===== src/rtl/ccff_ctrl_pkg.sv =====
// Shared types and sizing helpers for the ccff programming sequencer.
package ccff_ctrl_pkg;

    typedef enum logic [2:0] {
        ST_IDLE   = 3'd0,
        ST_LOAD   = 3'd1,
        ST_VERIFY = 3'd2,
        ST_DONE   = 3'd3,
        ST_ERR    = 3'd4
    } ccff_state_e;

    // Words needed to cover one full pass of the chain.
    function automatic int unsigned ccff_words(input int unsigned chain_len,
                                               input int unsigned word_w);
        return (chain_len + word_w - 1) / word_w;
    endfunction

    // Useful bits in the final word of a pass.
    function automatic int unsigned ccff_last_bits(input int unsigned chain_len,
                                                   input int unsigned word_w);
        return ((chain_len % word_w) == 0) ? word_w : (chain_len % word_w);
    endfunction

endpackage


===== src/rtl/ccff_word_serializer.sv =====
// Holds one bitstream word and presents it LSB-first, one bit per shift.
module ccff_word_serializer
    import ccff_ctrl_pkg::*;
#(
    parameter int unsigned CHAIN_LEN = 1024,
    parameter int unsigned WORD_W    = 32
) (
    input  logic              clk,
    input  logic              rst,
    input  logic              flush,
    input  logic              load,
    input  logic              shift,
    input  logic              final_word,
    input  logic [WORD_W-1:0] data,
    output logic              held,
    output logic              head_bit,
    output logic              last_bit
);

    localparam int unsigned IDX_W     = $clog2(WORD_W);
    localparam int unsigned LAST_BITS = ccff_last_bits(CHAIN_LEN, WORD_W);

    logic [WORD_W-1:0] word_q;
    logic [IDX_W-1:0]  idx_q;
    logic              held_q;

    assign held     = held_q;
    assign head_bit = held_q ? word_q[idx_q] : 1'b0;

    // In the final word of a pass the upper bits are never shifted.
    assign last_bit = held_q && ((idx_q == IDX_W'(WORD_W - 1)) ||
                                 (final_word && (idx_q == IDX_W'(LAST_BITS - 1))));

    always_ff @(posedge clk) begin
        if (rst) begin
            word_q <= '0;
            idx_q  <= '0;
            held_q <= 1'b0;
        end else if (flush) begin
            idx_q  <= '0;
            held_q <= 1'b0;
        end else if (load) begin
            word_q <= data;
            idx_q  <= '0;
            held_q <= 1'b1;
        end else if (shift) begin
            if (last_bit) begin
                held_q <= 1'b0;
            end else begin
                idx_q <= idx_q + IDX_W'(1);
            end
        end
    end

endmodule


===== src/rtl/ccff_prog_controller.sv =====
// Configuration-chain programming sequencer: load pass, optional verify pass,
// fabric clock gating and IO isolation release.
module ccff_prog_controller
    import ccff_ctrl_pkg::*;
#(
    parameter  int unsigned CHAIN_LEN = 1024,
    parameter  int unsigned WORD_W    = 32,
    localparam int unsigned IDX_W     = (CHAIN_LEN > 1) ? $clog2(CHAIN_LEN) : 1
) (
    input  logic              prog_clk,
    input  logic              prog_reset,
    input  logic              start,
    input  logic              verify,
    input  logic [WORD_W-1:0] cfg_data,
    input  logic              cfg_valid,
    output logic              cfg_ready,
    output logic              ccff_head,
    input  logic              ccff_tail,
    output logic              prog_clk_en,
    output logic              IO_ISOL_N,
    output logic              busy,
    output logic              done,
    output logic              error,
    output logic [IDX_W-1:0]  err_idx
);

    localparam int unsigned NWORDS = ccff_words(CHAIN_LEN, WORD_W);
    localparam int unsigned CNT_W  = $clog2(CHAIN_LEN + 1);
    localparam int unsigned WCNT_W = $clog2(NWORDS + 1);

    ccff_state_e       state_q, state_d;
    logic              verify_q;
    logic [CNT_W-1:0]  bit_cnt_q;
    logic [WCNT_W-1:0] word_cnt_q;
    logic              mis_q;
    logic [IDX_W-1:0]  err_idx_q;
    logic              busy_q, done_q, error_q, isol_n_q;

    logic held, head_bit, last_bit;
    logic active_c, shift_c, pass_end_c, final_word_c, more_c;
    logic rdy_c, accept_c, start_ok_c, mis_now_c;

    ccff_word_serializer #(
        .CHAIN_LEN (CHAIN_LEN),
        .WORD_W    (WORD_W)
    ) u_ser (
        .clk        (prog_clk),
        .rst        (prog_reset),
        .flush      (start_ok_c),
        .load       (accept_c),
        .shift      (shift_c),
        .final_word (final_word_c),
        .data       (cfg_data),
        .held       (held),
        .head_bit   (head_bit),
        .last_bit   (last_bit)
    );

    always_ff @(posedge prog_clk) begin
        if (prog_reset) begin
            state_q <= ST_IDLE;
        end else begin
            state_q <= state_d;
        end
    end

    always_comb begin
        state_d = state_q;
        case (state_q)
            ST_IDLE, ST_DONE, ST_ERR: if (start) state_d = ST_LOAD;
            ST_LOAD:   if (pass_end_c) state_d = verify_q ? ST_VERIFY : ST_DONE;
            ST_VERIFY: if (pass_end_c) state_d = (mis_q || mis_now_c) ? ST_ERR : ST_DONE;
            default:   state_d = ST_IDLE;
        endcase
    end

    // Handshake, shift and compare strobes; the word for the verify pass may be
    // taken on the final load bit so the stream has no bubble at the boundary.
    always_comb begin
        active_c     = (state_q == ST_LOAD) || (state_q == ST_VERIFY);
        start_ok_c   = start && !active_c;
        shift_c      = active_c && held;
        pass_end_c   = shift_c && (bit_cnt_q == CNT_W'(CHAIN_LEN - 1));
        final_word_c = (word_cnt_q == WCNT_W'(NWORDS));
        more_c       = (word_cnt_q < WCNT_W'(NWORDS)) ||
                       (pass_end_c && (state_q == ST_LOAD) && verify_q);
        rdy_c        = active_c && (!held || (shift_c && last_bit)) && more_c;
        accept_c     = rdy_c && cfg_valid;
        mis_now_c    = shift_c && (state_q == ST_VERIFY) && (ccff_tail != head_bit);
    end

    always_ff @(posedge prog_clk) begin
        if (prog_reset) begin
            verify_q   <= 1'b0;
            bit_cnt_q  <= '0;
            word_cnt_q <= '0;
            mis_q      <= 1'b0;
            err_idx_q  <= '0;
        end else if (start_ok_c) begin
            verify_q   <= verify;
            bit_cnt_q  <= '0;
            word_cnt_q <= '0;
            mis_q      <= 1'b0;
            err_idx_q  <= '0;
        end else begin
            if (pass_end_c) begin
                bit_cnt_q  <= '0;
                word_cnt_q <= accept_c ? WCNT_W'(1) : '0;
            end else begin
                if (shift_c)  bit_cnt_q  <= bit_cnt_q + CNT_W'(1);
                if (accept_c) word_cnt_q <= word_cnt_q + WCNT_W'(1);
            end
            if (mis_now_c && !mis_q) begin
                mis_q     <= 1'b1;
                err_idx_q <= IDX_W'(bit_cnt_q);
            end
        end
    end

    // Status flags follow the state being entered so they change with it.
    always_ff @(posedge prog_clk) begin
        if (prog_reset) begin
            busy_q   <= 1'b0;
            done_q   <= 1'b0;
            error_q  <= 1'b0;
            isol_n_q <= 1'b0;
        end else begin
            busy_q   <= (state_d == ST_LOAD) || (state_d == ST_VERIFY);
            done_q   <= (state_d == ST_DONE);
            error_q  <= (state_d == ST_ERR);
            isol_n_q <= (state_d == ST_DONE);
        end
    end

    assign cfg_ready   = rdy_c;
    assign ccff_head   = head_bit;
    assign prog_clk_en = shift_c;
    assign IO_ISOL_N   = isol_n_q;
    assign busy        = busy_q;
    assign done        = done_q;
    assign error       = error_q;
    assign err_idx     = err_idx_q;

endmodule

===== config.mk =====
export PLATFORM = sky130hd
export DESIGN_NAME = ccff_prog_controller
export DESIGN_NICKNAME = d
export VERILOG_FILES = /design/src/rtl/ccff_ctrl_pkg.sv /design/src/rtl/ccff_word_serializer.sv /design/src/rtl/ccff_prog_controller.sv
export SDC_FILE = /design/constraint.sdc
export NUM_CORES = 1
export LEC_CHECK = 0
export ABC_AREA = 1
export CORE_MARGIN = 4
export CORE_UTILIZATION = 30
export CTS_CLUSTER_SIZE = 28
export DETAILED_ROUTE_END_ITERATION = 10
export PLACE_DENSITY = 0.57
export SLEW_MARGIN = 20
export SYNTH_ARGS = -nofsm -noshare
export SYNTH_HDL_FRONTEND = slang
export SYNTH_SLANG_ARGS = --single-unit

===== constraint.sdc =====
create_clock -name prog_clk -period 3.8 [get_ports prog_clk]
set_clock_uncertainty 0.15 [all_clocks]
set_input_delay 0.76 -clock prog_clk [delete_from_list [all_inputs] [get_ports prog_clk]]
set_output_delay 0.76 -clock prog_clk [all_outputs]
set_load 0.005 [all_outputs]

==> summary.txt, run 1 <==
Max Cap Viol: 0
Rows: 38
Hold Vio Cnt, Final: 0
P_leak: 1.557 nW
Critical R2R Capture: u_ser.word_q[3]$_SDFFE_PP0P_
CTS Buffer Depth: 2
Footprint of the multi-input gates: 0.001474 mm2
DRT iter0 DRCs: 135
ANT cells: 0
Vias in the first global route: 3030
Flops & latches, synth: 73
Largest net degree at the start of global routing: 41
Die X: 113.0 um
Via count: 2979
Switch Pwr: 0.0003963 W
Status: finished, final reports clean
Final core occ: 0.3892
Worst setup SP type: flop
VDD IR max: 0.0002243 V
Wire length of the first global-routing pass: 13.63 mm
Most frequent cells in the layout: 76 x inv_1, 72 x dfxtp_1, 66 x nand2_1
Top cell type's share of synthesized area: 0.4416
Mapped Cells: 457
Setup crit end kind: output port
H-tree levels: 3
Biggest area consumer among synthesized cells: dfxtp_1
Reg2reg setup slack: 970 ps
Layout cells sized above 1: 0.06445
Hold Startpoint: err_idx[6]$_SDFFE_PP0P_
Port Buffers: 54
Power share of the clock group: 0.419
Final setup TNS: 0 ps
Die Area: 0.01278 mm2
Min-Delay Path Class: flop to flop
Reg area: 0.001463 mm2
Register share of total power: 0.477
Drt total wl: 7.736 mm
Pins Over Slew Limit: 0
RSZ-0062 raised after global routing: false
# hold bufs at CTS: 0
Mapped Avg Cell Area: 7.242 um2
Initial antenna violation count: 0
Slew HR: 0.7309
Pre-CTS setup slack: 588.3 ps
Area growth from synthesis to layout: 27.49%
R2R cell count: 11
Clock Root Buffer: clkbuf_8
Net Sw Frac: 0.2319
Hold EP: err_idx[6]$_SDFFE_PP0P_
Commonest non-fill, non-tap cell in the layout: inv_1
FMAX: 284.3 MHz
Die H: 113.0 um
GPL Wtd Cong: 0.8521
Clock Pin Slew Worst Setup and Hold Paths: 80 ps
Critical Setup Path Class: flop to output port
Critical path required time: 2890 ps
Int Pwr: 0.001313 W
Synth cell types: 34
Final setup violation count: 0
Vias/cell: 4.569
Average wire per standard cell: 11.87 um
Synth area leaders: dfxtp_1 44%, a21oi_1 9.5%, inv_1 8.6%
Worst Path Arrival: 2610 ps
Comb pwr share: 0.104
Final Cycle Share: 0.9257
Final Critical Period: 3518 ps
Post-DP HPWL: 5.667 mm
Setup ws final: 282.2 ps
Post-Synthesis Cell Area: 0.003309 mm2
Clock Latency Late Sink: 340 ps
Critical path origin: bit_cnt_q[1]$_SDFFE_PP0P_
Post-synthesis sequential area ratio: 0.4416
I/O pin cnt: 55
CTS tree: yes
Clock buffers created by TritonCTS: 9
Grt ovf: 0
Worst-Margin Slew: 403.1 ps
Core ar.: 0.01084 mm2
Initial Util: 0.3053
Drt pass-1 iters: 4
Pwr Density: 405.0 mW/mm2
Final ANT Viol Nets: 0
Total power draw: 0.001709 W
All-Layer GR Usage: 0.1277
Hold Path Cell Cnt: 2
Fill count: 1155
Post-Syn Nets: 499
Worst R2R Start: bit_cnt_q[1]$_SDFFE_PP0P_
# clock sinks: 73
# DRC: 0
Nets: 550
Hold slack: 301.4 ps
Critical path fanouts, max: 5
Synth Warn #: 0
[per-stage QoR]
step,instances,instance area (um2)
5_1_grt,652,4219
6_report,652,4219
4_1_cts,651,4204
2_1_floorplan,457,3309
3_5_place_dp,636,3971
3_3_place_gp,636,3971
[routing by layer]
| layer | part of all wire | GRT usage |
|---|---|---|
| met5 | 0 | 0 |
| met4 | 0.012 | 0.03606 |
| met3 | 0.040 | 0.03422 |
| met2 | 0.50 | 0.2271 |
| met1 | 0.45 | 0.1510 |
[state kept, by name (all words and copies together) (netlist names), 3 cells and up]
signal and cells:
u_ser.word_q 32, bit_cnt_q 11, err_idx 10, word_cnt_q 6
u_ser.idx_q 5, state_q 3
[layout make-up]
| class | count | share of cell area |
|---|---|---|
| inverters | 79 | 0.07028 |
| well taps | 140 | 0.04152 |
| clock inverters | 5 | 0.02491 |
| multi-input cells | 286 | 0.3493 |
| clock buffers | 10 | 0.03025 |
| flip-flops and latches | 73 | 0.3467 |
| repair buffers | 59 | 0.1370 |
[Yosys cell counts]
cell type	number
or2_2	3
o21ai_0	50
nand3_4	2
nor3_2	1
clkinv_1	2
a211oi_1	2
nor4_1	1
a21oi_1	63
buf_1	1
o211ai_1	3
ha_1	4
clkbuf_1	15
o21ai_1	1
nor3_4	1
nand3_1	33
nor2_1	29
inv_1	76
nand2_2	2
buf_2	1
buf_6	1
o21ai_2	1
buf_4	1
nand2_1	66
nand4_1	6
nor2_8	1
xnor2_1	2
dfxtp_1	73
o21a_1	1
nor3_1	6
nor3b_1	2
inv_2	1
nand3_2	1
xor2_1	4
o21bai_1	1
[worst max path at each step]
stage / end / slack, ps / cells past startpoint
6_report: cfg_ready / 280 / 10
3_5_place_dp: cfg_ready / 590 / 10
4_1_cts: cfg_ready / 210 / 10
5_1_grt: cfg_ready / 20 / 10
3_3_place_gp: cfg_ready / 690 / 10
2_1_floorplan: cfg_ready / 1330 / 9
[worst max-delay path: stages (launching register included)]
cell,delay (ps)
dfxtp_1,380
ha_1,190
inv_1,100
nor3_4,230
nand3_4,120
nor3_4,290
nand2_2,90
o21ai_2,190
nand2_1,70
nor2_1,110
clkdlybuf4s50_1,510
[what timing repair did]
| item | CTS | global route |
|---|---|---|
| resized for setup | 0 | 2 |
| endpoints found under the setup margin | 0 | 1 |
| setup buffers | 0 | 1 |
[logic make-up (layout without fill, tap and decap cells)]
family | Yosys count | after routing | share of synthesized area
and+or+nand+nor | 154 | 154 | 0.2216
xor gates and xnor gates | 6 | 6 | 0.01588
adders and majority gates | 4 | 4 | 0.01512
buffers and inverters | 98 | 153 | 0.1149
AOI/OAI and AO/OA | 122 | 122 | 0.1909
DFF | 73 | 73 | 0.4416
[power groups by stage]
stage	Sequential, W	Combinational (W)	Clock, W
final	0.000815	0.000178	0.000716
after global routing	0.000819	0.000206	0.000768
after CTS	0.000815	0.000181	0.000732
after global placement	0.000832	0.000179	0
after detailed placement	0.000833	0.000180	0
after floorplan	0.000828	0.000111	0
Power figures use the tool's default switching activity.
==> run 2, diff against run 1 <==
--- a/config.mk
+++ b/config.mk
@@ -12,5 +12,5 @@
 export DETAILED_ROUTE_END_ITERATION = 10
 export PLACE_DENSITY = 0.57
-export SLEW_MARGIN = 20
+export SLEW_MARGIN = 30
 export SYNTH_ARGS = -nofsm -noshare
 export SYNTH_HDL_FRONTEND = slang
--- a/constraint.sdc
+++ b/constraint.sdc
@@ -3,3 +3,3 @@
 set_input_delay 0.76 -clock prog_clk [delete_from_list [all_inputs] [get_ports prog_clk]]
 set_output_delay 0.76 -clock prog_clk [all_outputs]
-set_load 0.005 [all_outputs]
+set_load 0.1 [all_outputs]
==> run 2 against run 1 <==
Net effect: flip-flop and latch count unchanged; routed wire length increased by 0.56%; total power increased by 1.2%; design area about the same; critical endpoint unchanged; largest power group unchanged; highest routed layer unchanged.
==> summary.txt, run 2 (same netlist as run 1, synthesis figures left out) <==
Largest register FFs: 32
Footprint of the multi-input gates: 0.001470 mm2
Nets: 549
Final Cycle Share: 0.8677
Clock buffers created by TritonCTS: 9
CP cell instances: ha_1 > inv_1 > nor3_2 > nand3_4 > nor3_4 > nand2_2 > o21ai_2 > nand2_1 > nor2_2 > buf_4
Worst path top cell family by delay: simple AND/OR/NAND/NOR gates
Setup crit end kind: output port
ANT cells: 0
Critical path required time: 2890 ps
Pwr Density: 410.0 mW/mm2
Hold Vio Cnt, Final: 0
Post-DP HPWL: 5.665 mm
Slowest stage delay, CP: 380 ps
Initial Util: 0.3053
Area growth from synthesis to layout: 27.45%
Commonest non-fill, non-tap cell in the layout: inv_1
I/O pin cnt: 55
Design area: 0.004218 mm2
Clock Root Buffer: clkbuf_8
Drt pass-1 iters: 4
Drt total wl: 7.779 mm
# DRC: 0
Final core occ: 0.3891
Crit-path slowest cell: dfxtp_1
Final ANT Viol Nets: 0
Average wire per standard cell: 11.93 um
Die Area: 0.01278 mm2
FMAX: 303.3 MHz
Rows: 38
Port Buffers: 54
Min-Delay Path Class: flop to flop
Via count: 3003
Critical Setup Path Class: flop to output port
Worst Path Arrival: 2390 ps
P_leak: 1.553 nW
# hold bufs at CTS: 0
Post-CTS setup buffers: 0
Pre-CTS setup slack: 830.4 ps
Critical path fanouts, max: 6
Fill count: 1147
GPL Wtd Cong: 0.8446
Clock Latency Late Sink: 360 ps
Core ar.: 0.01084 mm2
RSZ-0062 raised after global routing: false
Placed instance area: 0.003979 mm2
Final setup TNS: 0 ps
Wire length of the first global-routing pass: 13.19 mm
VDD IR max: 0.0001574 V
Final setup violation count: 0
Setup ws final: 502.8 ps
Reg area: 0.001461 mm2
Die X: 113.0 um
Reg2reg setup slack: 960 ps
CTS tree: yes
Worst setup SP type: flop
H-tree levels: 3
Most frequent cells in the layout: 76 x inv_1, 73 x dfxtp_1, 66 x nand2_1
Die H: 113.0 um
Layout cells sized above 1: 0.07227
Vias/cell: 4.606
Largest net degree at the start of global routing: 69
All-Layer GR Usage: 0.1249
Biggest register: u_ser.word_q
Clock Pin Slew Worst Setup and Hold Paths: 70 ps
Pins Over Slew Limit: 0
Grt ovf: 0
DRT iter0 DRCs: 154
Max Cap Viol: 0
Slew HR: 0.3450
Worst-Margin Slew: 979.5 ps
CTS Buffer Depth: 2
Vias in the first global route: 2920
Number of buffers and inverters on the critical path: 2
Initial antenna violation count: 0
# clock sinks: 73
Status: finished, final reports clean
Cells resized by post-CTS repair: 0
Final Critical Period: 3297 ps
==> run 2: power by group <==
part / internal, W / switching, W / total [W]
sequential: 0.000800 / 0.0000154 / 0.000815
combinational: 0.0000801 / 0.000124 / 0.000204
clock: 0.000423 / 0.000287 / 0.000710
total: 0.00130 / 0.000426 / 0.00173
==> run 2: path summary, 6_finish.rpt <==
path | startpoint | endpoint | cells past startpoint
max | bit_cnt_q[0]$_SDFFE_PP0P_ | cfg_ready | 10
max reg2reg | bit_cnt_q[0]$_SDFFE_PP0P_ | word_cnt_q[5]$_SDFFE_PP0P_ | 11
min reg2reg | u_ser.word_q[28]$_SDFFE_PP0P_ | u_ser.word_q[28]$_SDFFE_PP0P_ | 2
min | u_ser.word_q[28]$_SDFFE_PP0P_ | u_ser.word_q[28]$_SDFFE_PP0P_ | 2
==> run 2: stage by stage <==
| stage | power [W] | instances | hold WS (ps) |
|---|---|---|---|
| 3_3_place_gp | 0.001036 | 636 | 285.3 |
| 3_5_place_dp | 0.001038 | 636 | 290.5 |
| 6_report | 0.001729 | 652 | 299.0 |
| 5_1_grt | 0.001812 | 652 | 323.2 |
| 4_1_cts | 0.001758 | 652 | 302.8 |
| 2_1_floorplan | 0.0009634 | 457 | 270.5 |
==> run 2: final cells by class <==
| type | instances | area share |
|---|---|---|
| Clock buffer | 12 | 0.03916 |
| Clock inverter | 4 | 0.01750 |
| Tap cell | 140 | 0.04153 |
| Timing Repair Buffer | 58 | 0.1365 |
| Multi-Input combinational cell | 286 | 0.3486 |
| Sequential cell | 73 | 0.3465 |
| Inverter | 79 | 0.07031 |
==> run 2: worst min-delay path, delay by kind of cell (launching register included) <==
kind	cells	cell delay, ps
flip-flops	1	310
buffers and inverters	1	50
AO/OA/AOI/OAI	1	50
==> run 2: per-layer routing <==
| layer | track usage | up-vias | part of all wire |
|---|---|---|---|
| li1 | - | 1583 | - |
| met1 | 0.1466 | 1353 | 0.44 |
| met2 | 0.2133 | 55 | 0.48 |
| met3 | 0.04011 | 12 | 0.055 |
| met4 | 0.04567 | 0 | 0.016 |
| met5 | 0 | - | 0 |
==> run 3, diff against run 2 <==
Settings changed: CELL_PAD_IN_SITES_DETAIL_PLACEMENT from default to 2, CELL_PAD_IN_SITES_GLOBAL_PLACEMENT from default to 2, PLACE_DENSITY 0.57 to 0.87.
==> run 3 against run 2 <==
Net effect: utilization down 0.47 points; sequential share of layout area rose by 0.43 points; total power decreased by 4.4%; design area fell by 1.2%; first-iteration DRC count is 36% lower; setup slack got worse by 130 ps; via count increased by 5.2%; sequential power is essentially flat; global-route usage grew 3.3 points; routed wire length is 25% higher; final cell count shrank 0.31%; worst hold slack better by 0.97 ps; highest routed layer unchanged.
==> summary.txt, run 3 (same netlist as run 1, synthesis figures left out) <==
Vias in the first global route: 3561
Commonest non-fill, non-tap cell in the layout: inv_1
# hold bufs at CTS: 0
I/O pin cnt: 55
Layout cells sized above 1: 0.06667
Status: finished, final reports clean
# clock sinks: 73
Setup crit end kind: output port
Cells resized by post-CTS repair: 0
Final Cycle Share: 0.9015
Worst-Margin Slew: 974.0 ps
Largest net degree at the start of global routing: 74
Max Cap Viol: 0
Design area: 0.004167 mm2
Grt ovf: 0
CP cell instances: ha_1 > inv_1 > nor3_2 > nand3_4 > nor3_4 > nand2_2 > o21ai_2 > nand2_1 > nor2_2 > buf_4
Final Critical Period: 3426 ps
Critical path origin: bit_cnt_q[0]$_SDFFE_PP0P_
Die H: 113.0 um
Largest register FFs: 32
H-tree levels: 3
# DRC: 0
Pins Over Slew Limit: 0
Clock buffers created by TritonCTS: 9
GPL Wtd Cong: 0.8046
Fill count: 1271
Clock Root Buffer: clkbuf_8
Nets: 548
Post-DP HPWL: 7.089 mm
Average wire per standard cell: 14.94 um
Area growth from synthesis to layout: 25.90%
Min-Delay Path Class: flop to flop
Critical path fanouts, max: 6
Hold Vio Cnt, Final: 0
Clock Pin Slew Worst Setup and Hold Paths: 80 ps
Initial antenna violation count: 0
Critical path required time: 2890 ps
Most frequent cells in the layout: 76 x inv_1, 73 x dfxtp_1, 66 x nand2_1
Initial Util: 0.3053
Final ANT Viol Nets: 0
Worst R2R Start: bit_cnt_q[0]$_SDFFE_PP0P_
Drt pass-1 iters: 4
Crit-path slowest cell: dfxtp_1
R2R cell count: 10
Reg2reg setup slack: 690 ps
Port Buffers: 54
Final setup violation count: 0
Biggest register: u_ser.word_q
P_leak: 1.528 nW
Pwr Density: 396.9 mW/mm2
DRT iter0 DRCs: 99
Via count: 3159
Critical R2R Capture: u_ser.word_q[21]$_SDFFE_PP0P_
Worst path top cell family by delay: simple AND/OR/NAND/NOR gates
Drt total wl: 9.712 mm
ANT cells: 0
All-Layer GR Usage: 0.1582
Rows: 38
Worst setup SP type: flop
RSZ-0062 raised after global routing: false
Final setup TNS: 0 ps
Core ar.: 0.01084 mm2
CTS Buffer Depth: 2
CTS tree: yes
Slew HR: 0.3486
VDD IR max: 0.0001572 V
Wire length of the first global-routing pass: 16.47 mm
Worst setup path endpoint: cfg_ready
Critical Setup Path Class: flop to output port
Vias/cell: 4.860
FMAX: 291.9 MHz
Slowest stage delay, CP: 390 ps
Clock Latency Late Sink: 360 ps
Placed instance area: 0.003971 mm2
Post-CTS setup buffers: 0
Worst Path Arrival: 2520 ps
Die X: 113.0 um
Number of buffers and inverters on the critical path: 2
Die Area: 0.01278 mm2
Crit path depth: 10
Final core occ: 0.3843
==> run 3: how the worst min path moves through the flow <==
stage	start	end	slack [ps]	cells after the start
3_3_place_gp	u_ser.word_q[28]$_SDFFE_PP0P_	u_ser.word_q[28]$_SDFFE_PP0P_	280	2
3_5_place_dp	err_idx[8]$_SDFFE_PP0P_	err_idx[8]$_SDFFE_PP0P_	290	2
2_1_floorplan	u_ser.word_q[16]$_SDFFE_PP0P_	u_ser.word_q[16]$_SDFFE_PP0P_	270	2
4_1_cts	u_ser.word_q[30]$_SDFFE_PP0P_	u_ser.word_q[30]$_SDFFE_PP0P_	310	2
5_1_grt	u_ser.word_q[14]$_SDFFE_PP0P_	u_ser.word_q[14]$_SDFFE_PP0P_	330	2
6_report	u_ser.word_q[29]$_SDFFE_PP0P_	u_ser.word_q[29]$_SDFFE_PP0P_	300	2
==> run 3: stage by stage <==
step	setup slack (ps)	std cells	hold slack (ps)	power (W)
after global routing	163.2	650	326.4	0.001745
after detailed placement	700.2	635	292.7	0.001047
after CTS	341.1	650	305.4	0.001683
after floorplan	375.1	457	270.5	0.0009634
final	374.3	650	300.0	0.001654
after global placement	891.4	635	281.3	0.001035
==> run 3: worst reg2reg max path, cell delays in order, from the launching register on <==
cell     delay (ps)
dfxtp_1         390
ha_1            210
inv_1            90
nor3_2          280
nand3_4         140
nor3_4          260
nand2_2         100
o21ai_2         220
nand3_4         560
o21ai_0         520
a21oi_1          70
==> run 3: final cells by class <==
| type | instances | area, um2 | area share |
|---|---|---|---|
| inverters | 79 | 296.5 | 0.07117 |
| multi-input cells | 286 | 1470 | 0.3529 |
| clock buffers | 12 | 155.1 | 0.03724 |
| clock inverters | 3 | 40.04 | 0.009610 |
| repair buffers | 57 | 568.0 | 0.1363 |
| flip-flops and latches | 73 | 1461 | 0.3508 |
| well taps | 140 | 175.2 | 0.04204 |
==> run 3: report_power, final <==
part,leakage (nW),switching [W],total (W),internal (W)
Sequential,0.593,0.0000164,0.000816,0.000800
Combinational,0.833,0.000132,0.000212,0.0000792
Clock,0.102,0.000292,0.000626,0.000334
Total,1.53,0.000441,0.00165,0.00121
==> run 3: per-layer routing <==
| layer | share of wire | track usage |
|---|---|---|
| met1 | 0.42 | 0.1695 |
| met2 | 0.53 | 0.3006 |
| met3 | 0.036 | 0.03476 |
| met4 | 0.019 | 0.05929 |
| met5 | 0 | 0 |
==> edit 1: new RTL, config.mk and constraints of run 1 <==
`WORD_W` is set to 32 in 2 places; all go to 16.
--- a/src/rtl/ccff_word_serializer.sv
+++ b/src/rtl/ccff_word_serializer.sv
@@ -3,7 +3,7 @@
     import ccff_ctrl_pkg::*;
 #(
     parameter int unsigned CHAIN_LEN = 1024,
-    parameter int unsigned WORD_W    = 32
+    parameter int unsigned WORD_W    = 16
 ) (
     input  logic              clk,
     input  logic              rst,
--- a/src/rtl/ccff_prog_controller.sv
+++ b/src/rtl/ccff_prog_controller.sv
@@ -4,7 +4,7 @@
     import ccff_ctrl_pkg::*;
 #(
     parameter  int unsigned CHAIN_LEN = 1024,
-    parameter  int unsigned WORD_W    = 32,
+    parameter  int unsigned WORD_W    = 16,
     localparam int unsigned IDX_W     = (CHAIN_LEN > 1) ? $clog2(CHAIN_LEN) : 1
 ) (
     input  logic              prog_clk,
Ports: changed (resized cfg_data); port bits go from 55 to 39. The function was not compared with the original's and may differ.
==> edit 1 against run 1 <==
Count of clock-buffer cells in the layout rose by 2. Final cell count fell by 22%. Largest cell class unchanged. Clock power fell by 26%. Global-route usage fell by 1.5 points. Setup slack improved by 0.44 ns. Synthesized cell count fell by 23%. Fmax rose by 14%. Sequential cell count fell by 16. Synthesized area fell by 19%. Cell area fell by 21%. Wire length fell by 27%. Total power fell by 26%.
==> edit 1: results (changes against run 1) <==
stage;metric;value;unit;change
synth;Post-synth top cells;dfxtp_1 (57), nand2_1 (53), inv_1 (52);;
worst_setup_path;critical path's top delay family;buffers and inverters;;
layout;layout net count;418;;-24%
synth;Syn Area/Cell;7.58;µm²;+4.7%
global_route;largest net degree at the start of global routing;39;;-4.9%
detailed_routing;Via Count;2324;;-22%
place;cell count after placement;490;;-23%
synth;Synth cell types;35;;+2.9%
synth;XOR/XNOR share of the synthesized area;0.0228;;+0.00695
outcome;outcome;completed;;
global_route;GRT Util Overall;0.113;;-0.0150
synth;Synth Net Count;379;;-24%
synth;Seq/Total Area, Yosys;0.425;;-0.0166
synth;complex-gate fraction of the synthesized area;0.165;;-0.0260
cts;CTS clock-pin slew for the worst setup and hold paths;0.06;ns;-0.02 ns
detailed_routing;total routed wirelength;5670;µm;-27%
place;PortBufs;38;;-30%
global_route;vias in the first global route;2201;;-27%
worst_setup_path;Worst R2R Setup Slack;1.34;ns;+0.37 ns
timing;Worst Tran Pin Value;0.699;ns;+0.295 ns
layout;number of flip-flops in the largest register;16;;-50%
global_route;global-route wire length before repair;9510;µm;-30%
pwr;static leakage;1.27;nW;-19%
timing;Worst Hold Slack;0.296;ns;-0.00547 ns
synth;Adder-Cell Fraction of Synth Area;0.0140;;-0.00114
place;gp weighted congestion;0.751;;-12%
place;DPL Wire Length;4080;µm;-28%
synth;top cells by area, synth;dfxtp_1 (42%), nand2_1 (7.4%), inv_1 (7.3%), a21oi_1 (7.1%), nand3_1 (5.8%);;
worst_setup_path;Largest stage delay, worst path;0.53;ns;+0.02 ns
layout;share of cells above drive strength 1;0.131;;+0.0662
[edit 1: cell types whose count changed after synthesis, moves of 8 or more]
| cell | before | now |
|---|---|---|
| nand2_1 | 66 | 53 |
| dfxtp_1 | 73 | 57 |
| a21oi_1 | 63 | 38 |
| inv_1 | 76 | 52 |
| o21ai_0 | 50 | 29 |
| nor2_1 | 29 | 21 |
| clkbuf_1 | 15 | 3 |
[edit 1: logic make-up after synthesis]
kind of cell    after synthesis
simple gates                136
buf+inv                      70
compound gates               81
fa+ha+maj                     3
xor+xnor                      7
flops                        57
[edit 1: layout make-up]
type                            instances  area, µm²
Fill cell                             914       5390
Sequential cell                        57       1140
Clock inverter                          4       26.3
Timing Repair Buffer                   40        395
Tap cell                              108        135
Inverter                               58        219
Clock buffer                           12        165
Multi-Input combinational cell        227       1250
[edit 1: where the power goes]
group / total (W) / switching [W] / internal [W]
sequential: 0.000622 / 0.00000805 / 0.000614
clock: 0.000531 / 0.000242 / 0.000288
combinational: 0.000109 / 0.0000610 / 0.0000481
total: 0.00126 / 0.000311 / 0.000951
[edit 1: path summary, 6_finish.rpt]
path / start / end / depth (start not counted)
hold / removal: err_idx[4]$_SDFFE_PP0P_ / err_idx[4]$_SDFFE_PP0P_ / 2
setup / recovery: bit_cnt_q[0]$_SDFFE_PP0P_ / cfg_ready / 8
hold reg to reg: err_idx[4]$_SDFFE_PP0P_ / err_idx[4]$_SDFFE_PP0P_ / 2
setup reg to reg: bit_cnt_q[0]$_SDFFE_PP0P_ / word_cnt_q[4]$_SDFFE_PP0P_ / 12
[edit 1: stage by stage]
stage	cell area, µm²	worst slack (ns)
floorplan	2690	1.78
global placement	3140	0.753
detailed placement	3140	0.647
CTS	3330	0.672
global route	3330	0.528
finish	3330	0.718
[edit 1: routing by layer]
metal,vias to the layer above,global-route usage,part of all wire
li1,1220,-,-
met2,33,0.184,0.46
met5,-,0,0
met1,1066,0.138,0.48
met4,0,0.0404,0.0083
met3,5,0.0386,0.056
[edit 1: worst register-to-register path, cell delays in order, from the launching register on]
cell      delay, ns
dfxtp_1        0.39
ha_1           0.18
inv_1          0.05
nor2_1         0.19
nand3_1        0.12
nor2_2         0.12
nand3_2        0.10
a21oi_4        0.16
nand2_2        0.41
clkinv_2       0.23
nand2_1        0.09
o21ai_1        0.12
nor2_1         0.05
==> edit 2: new RTL, settings of run 1 <==
Without the edit above. Encoding of `ccff_state_e`: now Gray code (3 bits for 5 states).
--- a/src/rtl/ccff_ctrl_pkg.sv
+++ b/src/rtl/ccff_ctrl_pkg.sv
@@ -2,11 +2,11 @@
 package ccff_ctrl_pkg;
 
     typedef enum logic [2:0] {
-        ST_IDLE   = 3'd0,
-        ST_LOAD   = 3'd1,
-        ST_VERIFY = 3'd2,
-        ST_DONE   = 3'd3,
-        ST_ERR    = 3'd4
+        ST_IDLE   = 3'b000,
+        ST_LOAD   = 3'b001,
+        ST_VERIFY = 3'b011,
+        ST_DONE   = 3'b010,
+        ST_ERR    = 3'b110
     } ccff_state_e;
 
     // Words needed to cover one full pass of the chain.
Function: same outputs for any inputs over 10 cycles, from zero or initial values and one cycle with prog_reset high; not proved beyond that.
==> edit 2 against run 1 <==
Cell area increased by 2.6%. Sequential cell count is the same. Critical endpoint unchanged. Wire length grew 1.1%. Total power is 1.4% higher. Utilization up 0.32 points. Register-to-register slack gained 0.12 ns. Setup slack improved by 0.16 ns. Largest power group unchanged. Synthesized area grew 3.7%. Die area up 3.4%.
==> edit 2: results (changes against run 1) <==
stage;metric;value;unit;change
outcome;outcome;completed;;
cts;H-tree depth;3;;unchanged
cts;cts-stage hold buffer count;0;;unchanged
timing;Worst Tran Pin Value;0.914;ns;+0.511 ns
place;DPL Wire Length;5830;µm;+3.0%
synth;Synth cell types;36;;+5.9%
place;dpl cell area;0.00405;mm²;+2.0%
layout;Reg with most FFs;u_ser.word_q;;
place;gp weighted congestion;0.832;;-2.3%
worst_setup_path;critical path's slowest cell;dfxtp_1;;
global_route;GRT Util Overall;0.127;;-0.000884
layout;# diodes;0;;unchanged
global_route;largest net degree at the start of global routing;50;;+22%
pwr;sw frac;0.244;;+0.0120
cts;CTS clock-pin slew for the worst setup and hold paths;0.06;ns;-0.02 ns
pwr;static leakage;1.59;nW;+2.3%
pwr;Comb group;0.000142;W;-20%
place;cell count after placement;659;;+3.6%
synth;Seq/Total Area, Yosys;0.426;;-0.0156
global_route;grt total ovfl;0;;unchanged
synth;Post-synth top cells;nand2_1 (90), dfxtp_1 (73), inv_1 (70);;
pwr;Peak VDD IR;0.199;mV;-11%
global_route;global-route wire length before repair;13700;µm;+0.61%
detailed_routing;1st-iter DRT viols;166;;+23%
worst_setup_path;crit path DAT;2.45;ns;-0.16 ns
detailed_routing;WL/cell;11.6;µm;-2.3%
place;PortBufs;54;;unchanged
layout;layout net count;572;;+4.0%
synth;Synth Net Count;523;;+4.8%
detailed_routing;Via Count;3073;;+3.2%
synth;Syn Area/Cell;7.13;µm²;-1.5%
global_route;vias in the first global route;3106;;+2.5%
cts;CTS resizes;0;;unchanged
cts;total CTS buffers;9;;unchanged
synth;top cells by area, synth;dfxtp_1 (43%), nand2_1 (9.8%), inv_1 (7.7%), a21oi_1 (7.3%), nor2_1 (5.6%);;
worst_setup_path;critical path's top delay family;buffers and inverters;;
place;pre-CTS setup slack;0.784;ns;+0.196 ns
cts;Root Buffer;clkbuf_16;;
pwr;sequential share of power;0.467;;-0.010
detailed_routing;total routed wirelength;7820;µm;+1.1%
worst_setup_path;worst-path fanout max;11;;+6
worst_setup_path;Largest stage delay, worst path;0.56;ns;+0.05 ns
layout;share of cells above drive strength 1;0.0710;;+0.00657
pwr;combinational fraction of design power;0.082;;-0.022
==> edit 2: cell count changes in the layout (fill, tap and decap cells not counted), moves of 4 or more <==
cell       delta
nand2_1      +24
nor2_1       +22
o21ai_0      -21
a21oi_1      -13
clkbuf_16     +9
clkbuf_8      -9
o21ai_1       +9
nand4_1       +7
inv_1         -6
nor2_2        +4
==> edit 2: kinds of logic after synthesis <==
logic type,after synthesis,synth area share
AO/OA/AOI/OAI,97,0.149
XOR/XNOR,6,0.0153
adder cells (fa/ha/maj),4,0.0146
buffers and inverters,93,0.120
flip-flops,73,0.426
AND/OR/NAND/NOR,208,0.275
==> edit 2: cell type report <==
cell class,instances,area (µm²)
Multi-Input combinational cell,315,1560
Clock inverter,7,53.8
Timing Repair Buffer,57,576
Tap cell,140,175
Fill cell,1150,6700
Clock buffer,9,225
Sequential cell,73,1460
Inverter,74,280
==> edit 2: worst min-delay path, stage by stage (launching register included) <==
cell	delay, ns
dfxtp_1	0.31
inv_1	0.05
a21oi_1	0.05
==> edit 2: path summary, 6_finish.rpt <==
path                           startpoint                      endpoint  slack [ns]  cells past startpoint
max           u_ser.idx_q[1]$_SDFFE_PP0P_                     cfg_ready        0.44                      9
min          u_ser.word_q[0]$_SDFFE_PP0P_  u_ser.word_q[0]$_SDFFE_PP0P_        0.30                      2
max reg2reg     bit_cnt_q[6]$_SDFFE_PP0P_  u_ser.word_q[1]$_SDFFE_PP0P_        1.09                     10
min reg2reg  u_ser.word_q[0]$_SDFFE_PP0P_  u_ser.word_q[0]$_SDFFE_PP0P_        0.30                      2
==> edit 2: routing by layer <==
layer / GRT usage / wire length, µm / vias to the layer above
li1: - / - / 1652
met1: 0.160 / 3780 / 1367
met2: 0.210 / 3630 / 47
met3: 0.0368 / 325 / 7
met4: 0.0376 / 92 / 0
met5: 0 / 0 / -
